## src/rtl/fsm_pkg.sv

```systemverilog
// fsm_pkg: shared event-code width, idle code and conditioner defaults
package fsm_pkg;
  localparam int E_W = 3;
  localparam logic [E_W-1:0] E_IDLE = '0;
  localparam int SYNC_STAGES_DEF = 2;
  localparam int DEBOUNCE_CYCLES_DEF = 16;
endpackage

```

## src/rtl/fsm_input_conditioner_if.sv

```systemverilog
// fsm_input_conditioner_if: raw inputs, hold and conditioned event code
interface fsm_input_conditioner_if import fsm_pkg::*; ();
  logic [E_W-1:0] btn_in;
  logic hold;
  logic [E_W-1:0] E;
  logic e_changed;
  modport master (output btn_in, hold, input E, e_changed);
  modport slave (input btn_in, hold, output E, e_changed);
endinterface

```

## src/rtl/fsm_debounce_ch.sv

```systemverilog
// fsm_debounce_ch: one-bit synchroniser, debounce counter and stable flag
module fsm_debounce_ch import fsm_pkg::*; #(
  parameter int SYNC_STAGES = SYNC_STAGES_DEF,
  parameter int DEBOUNCE_CYCLES = DEBOUNCE_CYCLES_DEF
) (
  input logic clk,
  input logic reset,
  input logic btn_in,
  output logic stable,
  output logic cnt_zero
);
  localparam int CW = $clog2(DEBOUNCE_CYCLES);
  logic [SYNC_STAGES-1:0] sr;
  logic [CW-1:0] cnt;
  logic sync;
  assign sync = sr[SYNC_STAGES-1];
  assign cnt_zero = cnt == '0;
  always_ff @(posedge clk or posedge reset)
    if (reset) begin
      sr <= '0;
      cnt <= '0;
      stable <= 1'b0;
    end else begin
      sr <= {sr[SYNC_STAGES-2:0], btn_in};
      if (sync == stable) cnt <= '0;
      else if (cnt == CW'(DEBOUNCE_CYCLES - 1)) begin
        cnt <= '0;
        stable <= sync;
      end else cnt <= cnt + CW'(1);
    end
endmodule

```

## src/rtl/fsm_input_conditioner.sv

```systemverilog
// fsm_input_conditioner: debounces three raw inputs into a coherent event code
// that only moves when every channel is quiet, plus a one-cycle change strobe
module fsm_input_conditioner import fsm_pkg::*; #(
  parameter int SYNC_STAGES = SYNC_STAGES_DEF,
  parameter int DEBOUNCE_CYCLES = DEBOUNCE_CYCLES_DEF
) (
  input logic clk,
  input logic reset,
  fsm_input_conditioner_if.slave bus
);
  logic [E_W-1:0] stable, cnt_zero, e_q;
  logic e_chg, upd;
  for (genvar g = 0; g < E_W; g++) begin : g_ch
    fsm_debounce_ch #(.SYNC_STAGES(SYNC_STAGES), .DEBOUNCE_CYCLES(DEBOUNCE_CYCLES)) u_ch (
      .clk(clk),
      .reset(reset),
      .btn_in(bus.btn_in[g]),
      .stable(stable[g]),
      .cnt_zero(cnt_zero[g])
    );
  end
  // any channel mid-qualification blocks E so multi-bit moves land together
  assign upd = &cnt_zero && !bus.hold;
  always_ff @(posedge clk or posedge reset)
    if (reset) begin
      e_q <= E_IDLE;
      e_chg <= 1'b0;
    end else begin
      e_chg <= upd && stable != e_q;
      if (upd) e_q <= stable;
    end
  assign bus.E = e_q;
  assign bus.e_changed = e_chg;
endmodule

```

## src/flat_wrapper.sv

```systemverilog
// flat-port wrapper written by rule: the top's interface ports become plain ports
module fsm_input_conditioner_flat import fsm_pkg::*;
#(
  parameter int SYNC_STAGES = SYNC_STAGES_DEF,
  parameter int DEBOUNCE_CYCLES = DEBOUNCE_CYCLES_DEF
)
  (clk, reset, bus_btn_in, bus_hold, bus_E, bus_e_changed);
  fsm_input_conditioner_if bus_i ();
  input logic clk;
  input logic reset;
  input wire logic [$bits(bus_i.btn_in)-1:0] bus_btn_in;
  input wire logic [$bits(bus_i.hold)-1:0] bus_hold;
  output wire logic [$bits(bus_i.E)-1:0] bus_E;
  output wire logic [$bits(bus_i.e_changed)-1:0] bus_e_changed;
  assign bus_i.btn_in = bus_btn_in;
  assign bus_i.hold = bus_hold;
  assign bus_E = bus_i.E;
  assign bus_e_changed = bus_i.e_changed;
  fsm_input_conditioner #(.SYNC_STAGES(SYNC_STAGES), .DEBOUNCE_CYCLES(DEBOUNCE_CYCLES)) u_core (.clk(clk), .reset(reset), .bus(bus_i));
endmodule
```

## config.mk

```make
export PLATFORM = sky130hd
export DESIGN_NAME = fsm_input_conditioner_flat
export DESIGN_NICKNAME = d
export VERILOG_FILES = /design/src/rtl/fsm_pkg.sv /design/src/rtl/fsm_input_conditioner_if.sv /design/src/rtl/fsm_debounce_ch.sv /design/src/rtl/fsm_input_conditioner.sv /design/src/flat_wrapper.sv
export SDC_FILE = /design/constraint.sdc
export NUM_CORES = 1
export LEC_CHECK = 0
export ABC_AREA = 1
export CAP_MARGIN = 40
export CORE_ASPECT_RATIO = 0.8
export CORE_MARGIN = 1.5
export CORE_UTILIZATION = 54
export CTS_BUF_LIST = sky130_fd_sc_hd__clkbuf_16
export DETAILED_ROUTE_END_ITERATION = 7
export PLACE_DENSITY_LB_ADDON = 0.2
export SETUP_SLACK_MARGIN = 0.1
export SYNTH_ARGS = -nofsm -noshare
export SYNTH_HDL_FRONTEND = slang
export SYNTH_SLANG_ARGS = --single-unit
export TNS_END_PERCENT = 30
```

## constraint.sdc

```tcl
create_clock -name clk -period 1.45 [get_ports clk]
set_input_delay 0.29 -clock clk [delete_from_list [all_inputs] [get_ports clk]]
set_output_delay 0.29 -clock clk [all_outputs]
set_load 0.005 [all_outputs]
```

==> metrics.txt, run 1 <==
outcome complete, no violations; Max clock buf depth 2; RSZ-0062 raised after global routing yes; Via density between 4 and 5; critical path data required time ~1200 ps; utilization after layout between 70% and 80%; crit path capture type output pin; post-synthesis cell area 1110 sq um; Initial Util roughly 58%; post-synthesis compound-gate area fraction between 3 and 4%; cell count after placement roughly 150; most common cell after layout, fill and taps aside dfrtp_1; mux cell area share after synthesis 0%; DRT iter0 DRCs 9; register area share after synthesis 56.5%; final wirelength roughly 1.9 mm; CP Max Fanout 2; DRC 0; final worst path period share approximately 96%; Final Hold Vio Count 0; Final Net Count 148; Top Family by Delay on Critical Path buffers and inverters; Worst path slowest cell clkdlybuf4s50_1; critical path cell sequence clkdlybuf4s50_1; Worst Path Buf+Inv 1; Yosys Warn Count 0; fin. max-slew vios 0; Yosys cell types 13; largest net degree at the start of global routing 26; die area around 2300 sq um; Worst-path clk slew around 60 ps; CTS tree built; num rows 14; Port Buffers 9; adder-cell share of the synthesized area under 10%; commonest non-fill, non-tap cells in the layout 25 x dfrtp_1, 21 x nor2_1, 20 x inv_1, 16 x nand2_1, 10 x nand3_1; main combinational cell family by area after synthesis simple AND/OR/NAND/NOR gates; min Tclk post-route 1390 ps; grt total ovfl 0; Worst VDD drop between 0.001 and 0.0015 V; Hold Buf Count CTS 0; vias in the first global route 767; antenna viol nets, final 0; MaxCap Viol Count 0; die height roughly 44 um; Fmax achieved about 0.72 GHz; clk sink count 25; Simple-Gate Fraction of Synth Area between 10% and 20%; Num CTS Buffers 3; drt first pass iters 6; crit-path max cell delay around 490 ps; syn_nets 129; wire length per cell 11.7 um; CP arrival approximately 1100 ps; Total Power roughly 1.6 mW; Setup Viol. Count Final 0; CTS H-tree depth 1; antenna violations before repair 0; critical path class reg2out; core area 1910 sq um; DP Wirelength roughly 1.4 mm; P per Cell Area 1150 nW/um^2; Leak 0.708 nW; worst clock skew roughly 2.6 ps; layout cells sized above 1 around 6.7%; root buf cell clkbuf_16; Final TNS setup 0 ps; Worst Tran Pin Value about 310 ps; Tightest Hold Check Type reg2reg; Finished Layout Cells roughly 160; crit start category flop; post-synthesis cell count around 120; first-pass GRT wire length 3.22 mm; Syn Area/Cell between 9 and 10 sq um; Slew headroom about four fifths; die width approximately 54 um; total track usage between 15 and 20%; synth-to-layout area growth 21.6%; IO Pins 10; via count between 700 and 800; Synth Area in XOR/XNOR about 7%; clock latency on the worst-skew pair 260 ps; post-synthesis register bit count 25; n_diodes 0; RD Place Congestion around 0.74
[synth_stat cells]
| cell type | number | area share, % |
|---|---|---|
| nand2_1 | 16 | 5.4 |
| nor3b_1 | 1 | 0.68 |
| inv_1 | 20 | 6.8 |
| xnor2_1 | 6 | 4.7 |
| ha_1 | 6 | 6.8 |
| a21oi_1 | 2 | 0.90 |
| nor2_1 | 21 | 7.1 |
| o21bai_1 | 3 | 2.0 |
| o21ai_0 | 1 | 0.45 |
| xor2_1 | 3 | 2.4 |
| dfrtp_1 | 25 | 56 |
| nand3_1 | 10 | 4.5 |
| nand2b_1 | 3 | 1.7 |
[routing by layer]
metal | part of all wire, % | global-route usage [%]
met1 | 45 | 23.4
met2 | 48 | 34.6
met3 | 5.0 | 7.24
met4 | 0.97 | 4.62
met5 | 0 | 0
[kinds of logic after synthesis]
family | after synthesis
compound gates | 6
simple gates | 51
buf+inv | 20
xor+xnor | 9
fa+ha+maj | 6
flops | 25
[final cells by class]
cell class,count,area [sq um]
tap,24,30.0
fill,142,563
clock buffer,3,75.1
multi-input combinational,72,407
clock inverter,1,5.00
timing repair buffer,14,129
inverter,20,75.1
sequential,25,626
[registers in the layout (all words and copies together) (netlist names)]
signal / count
u_core.g_ch.u_ch.sr: 6
u_core.bus.E: 3
u_core.g_ch.u_ch.stable: 3
u_core.g_ch.u_ch.cnt: 12
u_core.bus.e_changed: 1
[power by group]
| part | switching [mW] | internal (mW) | leakage (nW) |
|---|---|---|---|
| registers | 0.0311 | 0.736 | 0.326 |
| clock network | 0.232 | 0.371 | 0.0409 |
| logic | 0.0951 | 0.0892 | 0.341 |
[worst paths after layout]
check	startpoint	endpoint	slack, ps	cells after the start
min in group asynchronous	reset	u_core.g_ch[2].u_ch.sr[1]$_DFF_PP0_	380	3
worst min-delay path	u_core.g_ch[0].u_ch.sr[0]$_DFF_PP0_	u_core.g_ch[0].u_ch.sr[1]$_DFF_PP0_	350	0
worst max-delay path	u_core.bus.E[0]$_DFFE_PP0P_	bus_E[0]	60	1
max in group asynchronous	reset	u_core.g_ch[1].u_ch.cnt[1]$_DFF_PP0_	840	3
worst min register to register	u_core.g_ch[0].u_ch.sr[0]$_DFF_PP0_	u_core.g_ch[0].u_ch.sr[1]$_DFF_PP0_	350	0
worst max register to register	u_core.g_ch[2].u_ch.cnt[0]$_DFF_PP0_	u_core.bus.E[2]$_DFFE_PP0P_	200	7
[timing repair]
| action | in CTS | in global routing |
|---|---|---|
| gates cloned | 0 | 0 |
| buffers inserted | 3 | 1 |
| gates resized for setup | 1 | 1 |
| endpoints found under the setup margin | 4 | 4 |
[per-stage QoR]
step / setup slack, ps / cell area, sq um / hold slack (ps)
finish: 62.6 / 1350 / 352
global route: 26.6 / 1350 / 366
CTS: 56.9 / 1340 / 353
detailed placement: 147 / 1230 / 340
global placement: 214 / 1230 / 334
floorplan: 375 / 1110 / 317
(Power assumes the default switching activity.)
==> run 2, diff against run 1 <==
--- a/config.mk
+++ b/config.mk
@@ -8,7 +8,7 @@
 export ABC_AREA = 1
 export CAP_MARGIN = 40
 export CORE_ASPECT_RATIO = 0.8
-export CORE_MARGIN = 1.5
+export CORE_MARGIN = 2
 export CORE_UTILIZATION = 54
 export CTS_BUF_LIST = sky130_fd_sc_hd__clkbuf_16
 export DETAILED_ROUTE_END_ITERATION = 7
==> run 2 against run 1 <==
Effect of this change:
- setup slack better by 13 ps
- die area is 4.2% higher
- clock-buffer cell count did not move
- cell count is 0.63% lower
- design area is 0.56% lower
- critical endpoint unchanged
- highest routed layer unchanged
==> metrics.txt, run 2 (synthesis results as in run 1) <==
crit path capture type output pin; Max clock buf depth 2 (unchanged); Register-to-Register Path Depth 8 (+1); synth-to-layout area growth 20.9%; CTS tree built; Fmax achieved 0.728 GHz (+0.96%); die height 44.5 um (+2.3%); Via density 4.89 (-1.8%); Hold Buf Count CTS 0 (unchanged); Hold WS 349 ps (-2.18 ps); IO Pins 10 (unchanged); Top Family by Delay on Critical Path buffers and inverters; final worst path period share 94.8% (-0.91 points); Finished Cell Area 1340 sq um (-0.56%); crit start category flop; vias in the first global route 722 (-5.9%); DRC 0 (unchanged); Worst path slowest cell clkdlybuf4s50_1; Worst-path clk slew 60 ps (about the same); routed length on met2 804 um (-11%); final wirelength 1.71 mm (-8.4%); total track usage 18.0% (-1.9 points); r2r setup slk 240 ps (+40 ps); min Tclk post-route 1370 ps (-13.2 ps); Leak 0.703 nW (-0.75%); Slew headroom 79.4% (about the same); utilization after layout 70.1% (-0.39 points); Final Hold Vio Count 0 (unchanged); Reg power frac 50.2% (+0.9 points); clk sink count 25 (unchanged); critical path data required time 1160 ps (about the same); drt first pass iters 4 (-2); Crit Reg-Reg Endpoint u_core.bus.E[0]$_DFFE_PP0P_; Fillers 149 (+4.9%); grt total ovfl 0 (unchanged); R2R Path Start u_core.g_ch[1].u_ch.cnt[0]$_DFF_PP0_; Port Buffers 9 (unchanged); layout cells sized above 1 5.97% (-0.70 points); Cell Area, Placed 1230 sq um (unchanged); WHS Endpoint u_core.g_ch[1].u_ch.sr[1]$_DFF_PP0_; Net Sw Frac 21.9% (-1.2 points); most common cell after layout, fill and taps aside dfrtp_1; Largest register FFs 12 (unchanged); MaxCap Viol Count 0 (unchanged); Initial Util 58.0% (unchanged); P per Cell Area 1140 nW/um^2 (-1.3%); Setup Viol. Count Final 0 (unchanged); RSZ-0062 raised after global routing yes; Net Sw Power 0.333 mW (-6.9%); Int Power 1.19 mW (-0.38%); clock share of power 38.2% (-0.6 points); Worst Tran Pin Value 309 ps (+0.684 ps); RD Place Congestion 0.745 (+0.76%); clock latency on the worst-skew pair 250 ps (about the same); antenna violations before repair 0 (unchanged); wire length on met3 102 um (+8.5%); worst hold path stage count 0 (unchanged); die area 2430 sq um (+4.2%); CP arrival 1080 ps (-20 ps); Final Net Count 147 (-0.68%); first-pass GRT wire length 3.05 mm (-5.2%); Routed met1 length 787 um (-7.0%); CP Max Fanout 2 (unchanged); Max Used Layer met4; largest registers u_core.g_ch.u_ch.cnt: 12 flops, u_core.g_ch.u_ch.sr: 6 flops; wire length per cell 10.8 um (-7.9%); root buf cell clkbuf_16; n_diodes 0 (unchanged); Worst Path Buf+Inv 1 (unchanged); largest reg by FF count u_core.g_ch.u_ch.cnt; antenna viol nets, final 0 (unchanged); CTS H-tree depth 1 (unchanged); Final TNS setup 0 ps (unchanged); Tightest Hold Check Type reg2reg; core area 1910 sq um (unchanged); DP Wirelength 1.30 mm (-7.2%); Worst VDD drop 0.000905 V (-16%); outcome complete, no violations; commonest non-fill, non-tap cells in the layout 25 x dfrtp_1, 21 x nor2_1, 20 x inv_1, 16 x nand2_1, 10 x nand3_1; critical path class reg2out; combinational power share 11.6% (-0.3 points); Num CTS Buffers 3 (unchanged); worst clock skew 1.42 ps (-1.17 ps); num rows 14 (unchanged); critical path cell sequence clkdlybuf4s50_1; fin. max-slew vios 0 (unchanged); via count 773 (-2.4%); die width 54.6 um (+1.9%); crit-path max cell delay 490 ps (about the same); DRT iter0 DRCs 30 (+21); hold wc startpoint u_core.g_ch[1].u_ch.sr[0]$_DFF_PP0_; largest net degree at the start of global routing 26 (unchanged)
[run 2: cell types whose count changed in the layout (fill, tap and decap cells not counted), sizes merged]
| cell | change |
|---|---|
| buf | -1 |
[run 2: worst max-delay path by stage]
stage	startpoint	endpoint	slack, ps	cells after the start
final	u_core.bus.E[0]$_DFFE_PP0P_	bus_E[0]	80	1
after global routing	u_core.bus.E[0]$_DFFE_PP0P_	bus_E[0]	30	1
after CTS	u_core.bus.E[1]$_DFFE_PP0P_	bus_E[1]	60	1
after detailed placement	bus_hold	u_core.bus.E[1]$_DFFE_PP0P_	180	6
after global placement	bus_hold	u_core.bus.E[0]$_DFFE_PP0P_	210	6
after floorplan	u_core.g_ch[1].u_ch.cnt[0]$_DFF_PP0_	u_core.bus.E[2]$_DFFE_PP0P_	370	8
[run 2: through the flow]
step | cells | worst slack (ps) | power (mW)
after global routing | 158 | 33.3 | 1.60
after global placement | 151 | 215 | 0.938
after CTS | 158 | 63.1 | 1.54
after floorplan | 117 | 375 | 0.882
final | 158 | 75.8 | 1.53
after detailed placement | 151 | 176 | 0.947
[run 2: power groups by stage]
stage | registers [mW] | logic, mW | clock network, mW
after floorplan | 0.775 | 0.107 | 0
after global placement | 0.780 | 0.158 | 0
after detailed placement | 0.782 | 0.165 | 0
after CTS | 0.766 | 0.182 | 0.596
after global routing | 0.772 | 0.207 | 0.625
final | 0.765 | 0.176 | 0.583
[run 2: area by class of cell]
class                           count  area, sq um  area share (%)
Tap cell                           24         30.0            2.24
Clock buffer                        3         75.1            5.61
Sequential cell                    25          626            46.7
Inverter                           20         75.1            5.61
Multi-Input combinational cell     72          407            30.4
Timing Repair Buffer               13          121            9.07
Clock inverter                      1         5.00           0.374
[run 2: metal layers]
| layer | global-route usage (%) | up-vias |
|---|---|---|
| li1 | - | 393 |
| met3 | 6.08 | 2 |
| met2 | 29.3 | 18 |
| met1 | 23.6 | 360 |
| met5 | 0 | - |
| met4 | 3.00 | 0 |
[run 2: timing repair]
item | 4_1_cts | 5_1_grt
setup buffers | 3 | 0
gates resized for setup | 1 | 1
setup endpoints to repair | 3 | 4
